### src/rtl/ps2_pkg.sv
// Shared definitions for the PS/2 key tracker: scan-code byte constants,
// parser state encoding and the decoded key event record.
package ps2_pkg;

  localparam logic [7:0] PS2_EXT    = 8'hE0;
  localparam logic [7:0] PS2_BRK    = 8'hF0;
  localparam logic [7:0] PS2_ACK    = 8'hFA;
  localparam logic [7:0] PS2_BAT    = 8'hAA;
  localparam logic [7:0] PS2_ECHO   = 8'hEE;
  localparam logic [7:0] PS2_RESEND = 8'hFE;

  typedef enum logic [1:0] {
    ST_IDLE    = 2'd0,
    ST_EXT     = 2'd1,
    ST_BRK     = 2'd2,
    ST_EXT_BRK = 2'd3
  } ps2_state_t;

  // Field names avoid the SystemVerilog keywords 'release' and 'repeat'.
  typedef struct packed {
    logic [7:0] code;
    logic       ext;
    logic       is_release;
    logic       is_repeat;
  } key_event_t;

  // Keyboard status/handshake bytes that carry no key information.
  function automatic logic is_ctrl_byte(input logic [7:0] b);
    return (b == PS2_ACK) || (b == PS2_BAT) || (b == PS2_ECHO) || (b == PS2_RESEND);
  endfunction

endpackage

### src/rtl/ps2_event_fifo.sv
// First-word fall-through event FIFO. The head entry is presented on dout
// whenever valid is high; pushes while full and pops while empty are ignored.
module ps2_event_fifo
  import ps2_pkg::*;
#(
  parameter int DEPTH = 8
) (
  input  logic       clk,
  input  logic       clrn,
  input  logic       push,
  input  key_event_t din,
  output logic       full,
  input  logic       pop,
  output logic       valid,
  output key_event_t dout
);

  localparam int PTR_W = $clog2(DEPTH);
  localparam int CNT_W = PTR_W + 1;

  logic [PTR_W-1:0] wr_ptr;
  logic [PTR_W-1:0] rd_ptr;
  logic [CNT_W-1:0] count;
  key_event_t       mem [DEPTH];
  logic             do_push;
  logic             do_pop;

  // Status flags and qualified push/pop derived from the occupancy counter.
  always_comb begin
    full    = (count == CNT_W'(DEPTH));
    valid   = (count != {CNT_W{1'b0}});
    do_push = push && !full;
    do_pop  = pop && valid;
    dout    = mem[rd_ptr];
  end

  // Pointer and occupancy bookkeeping with synchronous clear.
  always_ff @(posedge clk) begin
    if (!clrn) begin
      wr_ptr <= {PTR_W{1'b0}};
      rd_ptr <= {PTR_W{1'b0}};
      count  <= {CNT_W{1'b0}};
    end else begin
      if (do_push) begin
        wr_ptr <= wr_ptr + PTR_W'(1);
      end
      if (do_pop) begin
        rd_ptr <= rd_ptr + PTR_W'(1);
      end
      case ({do_push, do_pop})
        2'b10:   count <= count + CNT_W'(1);
        2'b01:   count <= count - CNT_W'(1);
        default: count <= count;
      endcase
    end
  end

  // Payload storage; contents are don't-care until written, gated by count.
  always_ff @(posedge clk) begin
    if (do_push) begin
      mem[wr_ptr] <= din;
    end
  end

endmodule

### src/rtl/ps2_key_tracker.sv
// PS/2 scan-code decoder: strips E0/F0 prefixes, tracks up to MAX_KEYS held
// keys, filters or tags typematic repeats and queues decoded key events.
module ps2_key_tracker
  import ps2_pkg::*;
#(
  parameter int MAX_KEYS   = 4,
  parameter int FIFO_DEPTH = 8,
  parameter int COUNT_W    = 8,
  parameter int REPEAT_EN  = 0
) (
  input  logic                          clk,
  input  logic                          clrn,
  input  logic                          in_valid,
  input  logic [7:0]                    in_data,
  output logic                          in_ready,
  output logic                          ev_valid,
  input  logic                          ev_ready,
  output logic [7:0]                    ev_code,
  output logic                          ev_ext,
  output logic                          ev_release,
  output logic                          ev_repeat,
  output logic [$clog2(MAX_KEYS+1)-1:0] held_count,
  output logic [COUNT_W-1:0]            press_count,
  output logic [7:0]                    last_code,
  output logic                          overflow
);

  localparam int   HC_W     = $clog2(MAX_KEYS + 1);
  localparam int   IDX_W    = (MAX_KEYS > 1) ? $clog2(MAX_KEYS) : 1;
  localparam logic EMIT_REP = (REPEAT_EN != 0);

  // Index of the lowest set bit; the held table never exceeds eight slots.
  function automatic logic [2:0] lowest_set(input logic [7:0] v);
    logic [2:0] idx;
    idx = 3'd0;
    for (int i = 7; i >= 0; i--) begin
      if (v[i]) begin
        idx = 3'(i);
      end
    end
    return idx;
  endfunction

  ps2_state_t          state;
  ps2_state_t          state_next;
  logic                accept;
  logic                fifo_full;
  logic                is_make;
  logic                is_break;
  logic                ext_flag;

  logic [MAX_KEYS-1:0] slot_valid;
  logic [8:0]          slot_key [MAX_KEYS];
  logic [MAX_KEYS-1:0] match_vec;
  logic [MAX_KEYS-1:0] free_vec;
  logic                hit;
  logic                free_found;
  logic [IDX_W-1:0]    hit_idx;
  logic [IDX_W-1:0]    free_idx;
  logic                new_make;

  logic                push;
  key_event_t          ev_in;
  key_event_t          ev_head;

  assign in_ready = !fifo_full;
  assign accept   = in_valid && !fifo_full;

  // Parser state register; reset discards any partially received sequence.
  always_ff @(posedge clk) begin
    if (!clrn) begin
      state <= ST_IDLE;
    end else begin
      state <= state_next;
    end
  end

  // Prefix decoding: classify each accepted byte as prefix, make, break or noise.
  always_comb begin
    state_next = state;
    is_make    = 1'b0;
    is_break   = 1'b0;
    ext_flag   = 1'b0;
    if (accept) begin
      if (in_data == PS2_EXT) begin
        state_next = ST_EXT;
      end else if (in_data == PS2_BRK) begin
        state_next = (state == ST_EXT) ? ST_EXT_BRK : ST_BRK;
      end else begin
        case (state)
          ST_IDLE: begin
            if (is_ctrl_byte(in_data)) begin
              state_next = ST_IDLE;
            end else begin
              is_make = 1'b1;
            end
          end
          ST_EXT: begin
            is_make    = 1'b1;
            ext_flag   = 1'b1;
            state_next = ST_IDLE;
          end
          ST_BRK: begin
            is_break   = 1'b1;
            state_next = ST_IDLE;
          end
          ST_EXT_BRK: begin
            is_break   = 1'b1;
            ext_flag   = 1'b1;
            state_next = ST_IDLE;
          end
          default: begin
            state_next = ST_IDLE;
          end
        endcase
      end
    end else begin
      state_next = state;
    end
  end

  // Held-table lookup: matching slot for this key and lowest free slot.
  always_comb begin
    for (int i = 0; i < MAX_KEYS; i++) begin
      match_vec[i] = slot_valid[i] && (slot_key[i] == {ext_flag, in_data});
      free_vec[i]  = !slot_valid[i];
    end
    hit        = |match_vec;
    free_found = |free_vec;
    hit_idx    = IDX_W'(lowest_set(8'(match_vec)));
    free_idx   = IDX_W'(lowest_set(8'(free_vec)));
    new_make   = accept && is_make && !hit;
  end

  // Event construction: repeats are only forwarded when tagging is enabled.
  always_comb begin
    ev_in.code       = in_data;
    ev_in.ext        = ext_flag;
    ev_in.is_release = is_break;
    ev_in.is_repeat  = is_make && hit;
    push             = accept && (is_break || (is_make && (!hit || EMIT_REP)));
  end

  // Held table occupancy, press statistics and sticky overflow flag.
  always_ff @(posedge clk) begin
    if (!clrn) begin
      slot_valid  <= {MAX_KEYS{1'b0}};
      held_count  <= {HC_W{1'b0}};
      press_count <= {COUNT_W{1'b0}};
      last_code   <= 8'h00;
      overflow    <= 1'b0;
    end else if (new_make) begin
      press_count <= press_count + COUNT_W'(1);
      last_code   <= in_data;
      if (free_found) begin
        slot_valid[free_idx] <= 1'b1;
        held_count           <= held_count + HC_W'(1);
      end else begin
        overflow <= 1'b1;
      end
    end else if (accept && is_break && hit) begin
      slot_valid[hit_idx] <= 1'b0;
      held_count          <= held_count - HC_W'(1);
    end
  end

  // Key storage for occupied slots; only meaningful where slot_valid is set.
  always_ff @(posedge clk) begin
    if (new_make && free_found) begin
      slot_key[free_idx] <= {ext_flag, in_data};
    end
  end

  ps2_event_fifo #(
    .DEPTH (FIFO_DEPTH)
  ) u_fifo (
    .clk   (clk),
    .clrn  (clrn),
    .push  (push),
    .din   (ev_in),
    .full  (fifo_full),
    .pop   (ev_ready),
    .valid (ev_valid),
    .dout  (ev_head)
  );

  assign ev_code    = ev_head.code;
  assign ev_ext     = ev_head.ext;
  assign ev_release = ev_head.is_release;
  assign ev_repeat  = ev_head.is_repeat;

endmodule
### config.mk
export PLATFORM = sky130hd
export DESIGN_NAME = ps2_key_tracker
export DESIGN_NICKNAME = d
export VERILOG_FILES = /design/src/rtl/ps2_pkg.sv /design/src/rtl/ps2_event_fifo.sv /design/src/rtl/ps2_key_tracker.sv
export SDC_FILE = /design/constraint.sdc
export NUM_CORES = 1
export LEC_CHECK = 0
export CAP_MARGIN = 20
export CORE_UTILIZATION = 50
export DETAILED_ROUTE_END_ITERATION = 10
export PLACE_DENSITY = 0.66
export SKIP_CTS_REPAIR_TIMING = 1
export SLEW_MARGIN = 40
export SYNTH_ARGS = -nofsm -noshare
export SYNTH_HDL_FRONTEND = slang
export SYNTH_HIERARCHICAL = 1
export SYNTH_SLANG_ARGS = --single-unit
### constraint.sdc
create_clock -name clk -period 8.9 [get_ports clk]
set_clock_uncertainty 0.2 [all_clocks]
set_input_delay 2.67 -clock clk [delete_from_list [all_inputs] [get_ports clk]]
set_output_delay 2.67 -clock clk [all_outputs]
set_load 0.02 [all_outputs]
Word-level counts from Yosys, hierarchy flattened
Memories as Yosys holds them, arrays and structs flattened. A register that Yosys moved wholly into a read port is not among the register bits.
Index checks and enable logic that the tools add are counted.
{"block": "word_totals", "ramBits": 124, "input_bits": 12, "out_inout_bits": 33, "mem_count": 2, "register_bits": 36}
{"name": "u_fifo.mem", "words": 8, "width": 11, "rd": 1, "rd_clocked_by_memory_dff": 1, "write_ports": 1, "line_no": "ps2_event_fifo.sv:24", "text": "key_event_t mem [DEPTH];"}
{"name": "slot_key", "words": 4, "width": 9, "rd": 4, "rd_clocked_by_memory_dff": 0, "write_ports": 1, "line_no": "ps2_key_tracker.sv:53", "text": "logic [8:0] slot_key [MAX_KEYS];"}
{"block": "classes", "n_reduce_logical": 39, "muxes": 43, "bitwise_logic": 4, "eq_ne": 18, "addsub": 7, "n_lt_le_gt_ge": 4}
{"op": "$eq 8x8->1 const B", "n": 6}
{"op": "$eq 9x9->1", "n": 4}
{"op": "$mux 2", "n": 11}
{"op": "$mux 1", "n": 19}
{"op": "$logic_and 1x1->1", "n": 17}
{"op": "$mux 3", "n": 5}
{"op": "$mux 4", "n": 3}
{"op": "$add 3x1->3 const B", "n": 3}
{"op": "$add 8x1->8 const B", "n": 1}
{"op": "$pmux 4 s2", "n": 1}
{"op": "$reduce_or 4->1", "n": 2}
{"op": "$eq 2x2->1 const B", "n": 3}
{"op": "$logic_not 1->1", "n": 6}
{"op": "$lt 2x3->1 const B", "n": 2}
{"op": "$reduce_and 2->1", "n": 3}
{"op": "$add 4x1->4 const B", "n": 1}
{"op": "$and 4x4->4", "n": 1}
{"op": "$demux 1 s2", "n": 2}
{"op": "$eq 2x1->1 const B", "n": 2}
{"op": "$eq 4x4->1 const B", "n": 1}
{"op": "$ge 2x1->1 const B", "n": 2}
{"op": "$logic_or 1x1->1", "n": 4}
{"op": "$ne 4x4->1 const B", "n": 1}
{"op": "$not 4->4", "n": 1}
{"op": "12 further kinds", "n": 14}

Longest topological paths before layout
{"block": "depth", "depth_word": 20, "depth_mapped": 19}

Modules after synthesis
Netlist, hierarchy kept.
{"mod": "ps2_event_fifo", "cells_each": 201, "instances": 1, "area_each_um2": 3970.1}
{"mod": "ps2_key_tracker", "cells_each": 267, "instances": 1, "area_each_um2": 3088.0}

Least setup slack after synthesis
No wires, ideal clock.
{"block": "synth_timing", "kind": "input to register", "startpoint": "input in_data[1]", "endpoint": "memory u_fifo/mem[0][0] (netlist name) (enable)", "setup_time_ns": 0.408, "path_stages": 12, "arrival_ns": 5.399, "path_slack_ns": 2.893, "path_cell_list": "buf_6 -> nor4b_4 -> nand2_2 -> nand3_2 -> inv_2 -> a31oi_4 -> and2b_1 -> a22oi_2 -> buf_2 -> nand2_1 -> nand2_4 -> nor4_1"}
{"element": "start: declaration", "line_no": "ps2_key_tracker.sv:14", "text": "input logic [7:0] in_data,"}
{"element": "end: declaration", "line_no": "ps2_event_fifo.sv:24"}

Worst setup path after layout
{"block": "layout_timing", "startpoint": "input in_data[0]", "endpoint": "register u_fifo.count[2]"}
{"block": "layout_between", "elab_chain_cells": 15, "elab_cells_between_ends": 38}
{"element": "parallel branches: the longest is 10 deep, another holds $eq 9x9->1"}
{"element": "$logic_or 1x1->1 (*)", "line_no": "ps2_key_tracker.sv:141", "text": "push = accept && (is_break || (is_make && (!hit || EMIT_REP)));"}
{"element": "$logic_and 1x1->1 (*)", "line_no": "ps2_key_tracker.sv:141"}
{"element": "named net push", "line_no": "ps2_key_tracker.sv:62", "text": "logic push;"}
{"element": "$logic_and 1x1->1 (*)", "line_no": "ps2_event_fifo.sv:32", "text": "do_push = push && !full;"}
{"element": "$eq 2x1->1 or $eq 2x2->1 (tied branches)", "line_no": "ps2_event_fifo.sv:50", "text": "case ({do_push, do_pop})"}
{"element": "$pmux 4 s2 or $reduce_bool 2->1 (tied branches)"}
{"element": "end signal: assignment", "line_no": "ps2_event_fifo.sv:51", "text": "2'b10: count <= count + CNT_W'(1);"}
{"element": "end signal: assignment", "line_no": "ps2_event_fifo.sv:52", "text": "2'b01: count <= count - CNT_W'(1);"}
{"element": "end signal: assignment", "line_no": "ps2_event_fifo.sv:53", "text": "default: count <= count;"}
{"element": "end: declaration", "line_no": "ps2_event_fifo.sv:23", "text": "logic [CNT_W-1:0] count;"}
Mark *: on every way through the listed nets, which the timed path passes.
A chain may end at the register's enable or synchronous reset.

==> reports/qor.yml <==
global_routing:
  grt-ovfl-total: 0
  antenna_found_initial: 0
  first_global_vias: 4181
  grt_max_degree: 27
  grt_usage_pct: 20.73
  grt_first_pass_wirelength_um: 22130
timing:
  fin_crit_ns: 6.983
  post-route-period-util_pct: 78.47
  max_slew_margin_pct: 48.42
  fmax_mhz: 143.2
  rsz0062_at_grt: "false"
  worst_pin_slew_ns: 0.7695
  tns_ns: 0
  final_hold_viol_count: 0
  whs_ns: 0.2798
  slew_violations: 0
  setup_viol: 0
logic_synthesis:
  ys_ff_latch: 163
  yosys_warnings: 6
  ys_types: 69
  avgSynthCellArea_um2: 15.08
  synthCells: 468
  synthFlopType: "edfxtp_1"
  syn_nets: 487
  post_synth_instance_area_um2: 7058
  async_reset_ff_share_pct: 0
  synth_edf_count: 124
  ys_seq_area_share_pct: 63.82
hold_path:
  worstHoldPathType: "reg -> reg"
  holdPathEnd: "held_count[2]$_SDFFE_PN0P_"
  min_from: "held_count[2]$_SDFFE_PN0P_"
  hold_depth: 2
critical_path:
  start_kind: "input port"
  critPathRequiredTime_ns: 9.05
  crit_fanout: 19
  worst_r2r_startpoint: "u_fifo/count[1]$_SDFFE_PN0P_"
  worst_ep_arrival_time_ns: 7.14
  cpMaxStageDelayCell: "clkdlybuf4s50_1"
  timing.rr.end: "u_fifo/count[2]$_SDFFE_PN0P_"
  path_class: "in -> reg"
  reg2reg_depth: 16
  reg2reg_slack_ns: 4.27
  crit_chain: "clkdlybuf4s50_1 -> xnor2_1 -> nand4_1 -> nor4_1 -> a221oi_2 -> a22oi_2 -> nand2_1 -> nand2_4 -> ha_1 -> xor2_1 -> ha_1 -> a21oi_1 -> xor2_1 -> or3_1 -> a21boi_0"
  cp_slowest_stage_delay_ns: 0.94
  end_kind: "flip-flop"
placement:
  gp_congestion: 0.8428
  io_buffers: 44
  post-dp-hpwl_um: 8711
  place_inst: 683
  dpl_cell_area_um2: 7689
clocking:
  clock_latency_ns: 0.42
  cts_buffers: 17
  cts_tree: "built"
  clockBufferDepth: 2
  h-tree-depth: 4
  clk_pin_slew_ns: 0.06
  cts_root_buf: "clkbuf_16"
  cts_sinks: 163
drt:
  ant_nets: 0
  wl_per_cell_um: 19.18
  dr.pass1.iters: 4
  routed_wl_um: 13690
  drc: 0
  drt_first_iter_violations: 268
  viasPerCell: 5.623
  via_count: 4015
layout:
  final_area_um2: 8273
  final_common_cell: "edfxtp_1"
  final_cell_mix: "edfxtp_1, dfxtp_1, clkdlybuf4s50_1, xnor2_1, nand2_1"
  diodes: 0
  area_growth_pct: 17.21
  finalNonFillerCells: 714
  drive_above_1_share_pct: 18.35
  fill_cells: 1055
  fin_nets: 541
die:
  die_w_um: 120.8
  initial_utilization_pct: 51.05
  coreArea_um2: 13830
  die_area_um2: 14600
  die_h_um: 120.8
  rows: 43
  ios: 45
run:
  max_cap_violations: 0
power_and_ir_drop:
  ir_drop_v: 0.0001586
  power_density_nw_per_um2: 261.7
  p_leak_nw: 2.804
outcome:
  status: "completed"
-- worst max-delay path, delay by kind of cell --
kind	cells	cell delay, ns
AND/OR/NAND/NOR	5	1.45
XOR/XNOR	3	0.55
adder cells (fa/ha/maj)	2	0.46
AO/OA/AOI/OAI	4	1.04
buffers and inverters	1	0.94
-- per-layer routing --
metal	up-vias	wire (µm)	global-route usage (%)
met5	-	0	0
met4	0	161	8.873
met3	13	561	3.868
met2	83	6900	33.62
met1	2029	6067	27.42
li1	1890	-	-
-- registers in the layout (all words and copies together), names as in the netlist, 3 cells and up, named ones only --
| signal | cells |
|---|---|
| held_count | 3 |
| u_fifo/rd_ptr | 3 |
| u_fifo/mem | 88 |
| slot_key | 36 |
| u_fifo/count | 4 |
| press_count | 8 |
| slot_valid | 4 |
| last_code | 8 |
| u_fifo/wr_ptr | 3 |
-- cell type report --
cell class / instances / area (µm²) / share of cell area [%]
sequential: 163 / 4506 / 54.46
multi-input combinational: 273 / 2395 / 28.95
inverter: 12 / 45.04 / 0.5445
tap: 180 / 225.2 / 2.722
clock inverter: 14 / 183.9 / 2.223
clock buffer: 17 / 425.4 / 5.142
timing repair buffer: 55 / 493.0 / 5.959
-- power by group --
part | internal, mW | switching (mW) | total, mW
Clock | 0.467 | 0.282 | 0.749
Combinational | 0.241 | 0.238 | 0.480
Sequential | 0.887 | 0.0488 | 0.936
-- how the worst max path moves through the flow --
| stage | start | endpoint | slack (ns) |
|---|---|---|---|
| 2_1_floorplan | in_data[1] | u_fifo/mem[0][0]$_DFFE_PP_ | 2.89 |
| 5_1_grt | in_data[0] | u_fifo/count[2]$_SDFFE_PN0P_ | 1.38 |
| 3_5_place_dp | in_data[6] | u_fifo/count[2]$_SDFFE_PN0P_ | 1.26 |
| 6_report | in_data[0] | u_fifo/count[2]$_SDFFE_PN0P_ | 1.92 |
| 4_1_cts | in_data[6] | u_fifo/count[2]$_SDFFE_PN0P_ | 1.72 |
| 3_3_place_gp | in_data[6] | u_fifo/count[2]$_SDFFE_PN0P_ | 1.57 |
-- synthesized netlist by cell type, types with 11 or more instances --
cell type    n  area (µm²)
nand3_1     11       55.05
nor3_1      11       55.05
nand2_1     24       90.09
mux2i_1     16       160.2
a21oi_1     13       65.06
edfxtp_1   124        3724
mux4_2      22       495.5
xor2_1      19       166.4
xnor2_1     25       219.0
nor2_1      21       78.83
dfxtp_1     39       780.8
mux2_2      11       123.9
-- kinds of logic after synthesis --
group / after synthesis / share of synthesized area [%]
multiplexers: 49 / 11.04
AND/OR/NAND/NOR: 124 / 10.32
XOR/XNOR: 44 / 5.460
adder cells (fa/ha/maj): 7 / 1.241
AO/OA/AOI/OAI: 49 / 5.584
buffers and inverters: 32 / 2.535
flip-flops: 163 / 63.82
-- per-stage QoR --
step	worst slack, ns	util [%]	total power [mW]
after floorplan	2.893	-	1.272
final	1.917	59.83	2.165
after global routing	1.375	59.83	2.262
after detailed placement	1.263	55.61	1.439
after global placement	1.568	55.54	1.427
after CTS	1.720	60.01	2.189
No activity file was read; power rests on OpenSTA's default activity.
